## src/rtl/ss_pkg.sv

```systemverilog
// Shared definitions for the find-min scanner: FSM state encoding and
// default widths for the RAM address and data buses.
package ss_pkg;

  localparam int DEFAULT_SIZE_ADDR = 6;
  localparam int DEFAULT_SIZE_DATA = 8;

  typedef enum logic [1:0] {
    IDLE = 2'd0,
    SCAN = 2'd1,
    DONE = 2'd2
  } ss_state_t;

endpackage : ss_pkg

```

## src/rtl/ss_find_min.sv

```systemverilog
// Streaming minimum search over a range of RAM words. The upstream read
// stage streams words with i_data_valid; the block tracks the smallest
// value and the address it came from, then pulses o_done_find_min one
// cycle after the upstream end-of-range pulse.
//
// Build option: define SS_FIND_MIN_DESCEND_EN to search for the maximum
// instead of the minimum. Ties keep the earliest address in both modes.
module ss_find_min #(
  parameter int SIZE_ADDR = ss_pkg::DEFAULT_SIZE_ADDR,
  parameter int SIZE_DATA = ss_pkg::DEFAULT_SIZE_DATA
) (
  input  logic                 i_clk,
  input  logic                 i_rst,
  input  logic                 i_start_find_min,
  input  logic [SIZE_ADDR-1:0] i_si_ram,
  input  logic                 i_data_valid,
  input  logic [SIZE_DATA-1:0] i_data_ram,
  input  logic                 i_done_read_data,
  output logic [SIZE_DATA-1:0] o_min_data,
  output logic [SIZE_ADDR-1:0] o_min_addr,
  output logic                 o_found,
  output logic                 o_busy,
  output logic                 o_done_find_min
);

  import ss_pkg::*;

  ss_state_t            state;
  logic [SIZE_ADDR-1:0] addr_cnt;

  // Strict comparison so an equal value never displaces an earlier address.
  function automatic logic is_better(input logic [SIZE_DATA-1:0] cand,
                                     input logic [SIZE_DATA-1:0] best);
`ifdef SS_FIND_MIN_DESCEND_EN
    return cand > best;
`else
    return cand < best;
`endif
  endfunction

  // Scan controller: a start pulse always (re)loads the scan regardless of
  // state, so an aborted scan never reaches DONE and never pulses done.
  always_ff @(posedge i_clk or posedge i_rst) begin
    if (i_rst) begin
      state           <= IDLE;
      addr_cnt        <= '0;
      o_min_data      <= '0;
      o_min_addr      <= '0;
      o_found         <= 1'b0;
      o_busy          <= 1'b0;
      o_done_find_min <= 1'b0;
    end else begin
      o_done_find_min <= 1'b0;
      if (i_start_find_min) begin
        state      <= SCAN;
        o_busy     <= 1'b1;
        addr_cnt   <= i_si_ram;
        o_found    <= 1'b0;
        o_min_data <= '0;
        o_min_addr <= i_si_ram;
      end else begin
        case (state)
          IDLE: begin
            state <= IDLE;
          end
          SCAN: begin
            if (i_data_valid) begin
              if (!o_found || is_better(i_data_ram, o_min_data)) begin
                o_min_data <= i_data_ram;
                o_min_addr <= addr_cnt;
              end
              o_found  <= 1'b1;
              addr_cnt <= addr_cnt + 1'b1;
            end
            if (i_done_read_data) begin
              state           <= DONE;
              o_busy          <= 1'b0;
              o_done_find_min <= 1'b1;
            end
          end
          DONE: begin
            state <= IDLE;
          end
          default: begin
            state  <= IDLE;
            o_busy <= 1'b0;
          end
        endcase
      end
    end
  end

endmodule : ss_find_min

```

## config.mk

```make
export PLATFORM = sky130hd
export DESIGN_NAME = ss_find_min
export DESIGN_NICKNAME = d
export VERILOG_FILES = /design/src/rtl/ss_pkg.sv /design/src/rtl/ss_find_min.sv
export SDC_FILE = /design/constraint.sdc
export NUM_CORES = 1
export LEC_CHECK = 0
export ABC_AREA = 1
export CAP_MARGIN = 20
export CORE_MARGIN = 2
export CORE_UTILIZATION = 40
export CTS_CLUSTER_DIAMETER = 50
export CTS_CLUSTER_SIZE = 14
export DETAILED_ROUTE_END_ITERATION = 10
export MAX_ROUTING_LAYER = met4
export PLACE_DENSITY = 0.68
export SYNTH_ARGS = -nofsm -noshare
export SYNTH_HDL_FRONTEND = slang
export SYNTH_SLANG_ARGS = --single-unit
```

## constraint.sdc

```tcl
create_clock -name i_clk -period 2 [get_ports i_clk]
set_input_delay 0.4 -clock i_clk [delete_from_list [all_inputs] [get_ports i_clk]]
set_output_delay 0.4 -clock i_clk [all_outputs]
set_load 0.02 [all_outputs]
```

==> results.sh <==
export IMPL_end_kind="output pin"
export IMPL_coreArea_mm2=0.00334
export IMPL_syn_to_final_growth_pct=31.0
export IMPL_power_share_switching_pct=33.1
export IMPL_die_width_um=63.1
export IMPL_grt_pass1_wl_um=5140
export IMPL_root_buffer="clkbuf_4"
export IMPL_portBuffers=35
export IMPL_antenna_left=0
export IMPL_cts_path_max_buffers=2
export IMPL_relSlewSlack_pct=78.9
export IMPL_clkSinkCount=25
export IMPL_hold_path_class="in -> async"
export IMPL_cts_reportedPaths_clkPinSlew_ns=0.15
export IMPL_remaining_drc_errors=0
export IMPL_critPathLaunch="o_min_data[1]"
export IMPL_ys_ff_latch=25
export IMPL_netlist_instances=180
export IMPL_die_h_um=63.1
export IMPL_power_switching_w=0.000412
export IMPL_grtUsageMet1_pct=19.6
export IMPL_cts_setup_buffers=0
export IMPL_p_per_area_mw_per_mm2=679
export IMPL_nNetsFinal=248
export IMPL_critPathRequiredTime_ns=1.60
export IMPL_routed_wl_um=2900
export IMPL_gr_usage_all_layers_pct=16.3
export IMPL_htreeDepth=1
export IMPL_cp_top_family="buffers and inverters"
export IMPL_synth_cell_types=20
export IMPL_met3_usage_pct=3.21
export IMPL_dp_hpwl_um=2310
export IMPL_fin_cells=266
export IMPL_leakagePower_nw=0.939
export IMPL_finalClockSkew_ns=0.0140
export IMPL_crit_buf_inv=1
export IMPL_seqPwrFrac_pct=49.4
export IMPL_synth_seq_area_share_pct=44.8
export IMPL_setup_viol=0
export IMPL_cap_violations=0
export IMPL_grt_max_degree=26
export IMPL_crit_chain="clkdlybuf4s50_1"
export IMPL_postCtsHoldBufs=0
export IMPL_place_area_mm2=0.00180
export IMPL_dp_cells=262
export IMPL_cts_buffers=3
export IMPL_tightest_slew_ns=0.317
export IMPL_overflow=0
export IMPL_drv_slew=0
export IMPL_insertion_delay_ns=0.32
export IMPL_antenna_cells=0
export IMPL_vias=1227
export IMPL_startpoint_type="register"
export IMPL_vdd_drop_max_v=0.000338
export IMPL_fin_area_mm2=0.00183
export IMPL_grt_busiest_layer="met2"
export IMPL_dr_pass1_iters=4
export IMPL_cpPeakStageDelay_ns=0.62
export IMPL_grt_pass1_vias=1227
export IMPL_row_count=21
export IMPL_grt_setup_unrepaired="false"
export IMPL_ys_warnings_count=0
export IMPL_gp_congestion=0.811
export IMPL_postCtsResizedCells=0
export IMPL_hold_viol_final=0
export IMPL_cts_tree="done"
export IMPL_crit_arrival_ns=1.36
export IMPL_synth_area_mm2=0.00140
export IMPL_timing_rr_start="o_min_data[1]"
export IMPL_clkPwrFrac_pct=18.3
export IMPL_status="finished clean"
export IMPL_antenna_found_initial=0
export IMPL_syn_avg_cell_area_um2=7.76
export IMPL_drive_gt1_share_pct=7.27
export IMPL_combPwrFrac_pct=32.4
export IMPL_met2_usage_pct=27.5
export IMPL_period_needed_ns=1.76
export IMPL_path_max_fanout=3
export IMPL_period_share_pct=87.9
export IMPL_fmax_mhz=569
export IMPL_critPathSlowestCell="clkdlybuf4s50_1"
export IMPL_setup_tns_ns=0
export IMPL_routedWlPerCell_um=10.9
export IMPL_vias_per_cell=4.61
export IMPL_die_area_mm2=0.00398
export IMPL_whs_ns=0.404
export IMPL_first_iter_violations=43
export IMPL_boundaryPins=36
export IMPL_start_util_pct=41.8
export IMPL_synth_nets=207
export IMPL_internal_power_w=0.000831
export IMPL_worstSetupPathType="reg -> out"
## metrics by stage
step	power [W]	setup slack [ns]	util (%)
floorplan	0.000862	0.405	-
global placement	0.00102	0.0133	54.0
detailed placement	0.00103	-0.0185	54.0
CTS	0.00125	0.233	54.8
global route	0.00133	0.199	54.8
finish	0.00124	0.243	54.8
## routing by layer
layer | share of wire [%] | wire, um
met5 | 0 | 0
met4 | 0.52 | 15
met3 | 5.0 | 144
met2 | 48 | 1380
met1 | 47 | 1360
## power by group through the flow
stage / combinational [W] / sequential [W] / clock (W)
6_report: 0.000402 / 0.000613 / 0.000227
3_5_place_dp: 0.000407 / 0.000624 / 0
4_1_cts: 0.000408 / 0.000614 / 0.000232
5_1_grt: 0.000452 / 0.000623 / 0.000250
3_3_place_gp: 0.000400 / 0.000624 / 0
2_1_floorplan: 0.000193 / 0.000669 / 0
## worst paths after layout
kind | end | slack, ns | cells past startpoint
worst max-delay path | o_min_data[1] | 0.24 | 1
worst min-delay path | o_min_data[7] | 0.40 | 3
worst max register to register | o_min_data[4] | 0.44 | 12
worst min register to register | o_min_addr[5] | 0.49 | 2
max in group asynchronous | addr_cnt[3] | 1.34 | 3
min in group i_clk | o_min_addr[5] | 0.49 | 2
## cell usage in the layout (no fill, tap or decap)
master,synthesis,layout
o211ai_1,1,1
nor2_1,17,17
clkbuf_4,0,3
o22ai_1,2,2
nand3_1,16,16
ha_1,8,8
o221ai_1,1,1
nand2_4,2,2
o21a_1,1,1
buf_4,1,7
nand2_2,3,3
o22a_1,1,1
o21ai_0,8,8
inv_1,27,27
nand2_1,54,54
a21oi_1,7,7
nand4_1,1,1
dfrtp_1,25,25
clkdlybuf4s50_1,0,35
clkinv_2,0,1
## worst register-to-register path, cell delays in order (launching register included)
cell and delay [ns]:
dfrtp_1 0.42, inv_1 0.06, ha_1 0.27, nand2_1 0.07, nand2_1 0.05, nand2_1 0.05
nand2_1 0.04, nand2_1 0.07, nand2_2 0.06, nand2_4 0.08, nand2_4 0.11, nand2_1 0.10
nand2_1 0.06
## flip-flops by register name (all words and copies together), names as in the netlist
signal,cells
o_found,1
addr_cnt,6
o_done_find_min,1
o_min_data,8
o_busy,1
state,2
o_min_addr,6
## cell families after synthesis
| kind of cell | count (synthesis) | share of synthesized area (%) |
|---|---|---|
| and+or+nand+nor | 93 | 28.2 |
| AOI/OAI and AO/OA | 21 | 8.60 |
| DFF | 25 | 44.8 |
| buffers and inverters | 33 | 11.2 |
| adders and majority gates | 8 | 7.17 |
## final cells by class
class                      instances  area, um2
sequential                        25        626
clock inverter                     1       5.00
inverter                          27        101
fill                             342       1510
timing repair buffer              42        403
multi-input combinational        122        614
tap                               46       57.6
clock buffer                       3       22.5
## cell usage after synthesis
| master | number | share of area [%] |
|---|---|---|
| a21oi_1 | 7 | 2.5 |
| buf_2 | 2 | 0.72 |
| buf_4 | 1 | 0.54 |
| buf_6 | 2 | 1.6 |
| buf_8 | 1 | 1.1 |
| dfrtp_1 | 25 | 45 |
| ha_1 | 8 | 7.2 |
| inv_1 | 27 | 7.3 |
| nand2_1 | 54 | 15 |
| nand2_2 | 3 | 1.3 |
| nand2_4 | 2 | 1.6 |
| nand3_1 | 16 | 5.7 |
| nand4_1 | 1 | 0.45 |
| nor2_1 | 17 | 4.6 |
| o211ai_1 | 1 | 0.54 |
| o21a_1 | 1 | 0.54 |
| o21ai_0 | 8 | 2.9 |
| o221ai_1 | 1 | 0.63 |
| o22a_1 | 1 | 0.63 |
| o22ai_1 | 2 | 0.90 |
(Power assumes the default switching activity.)
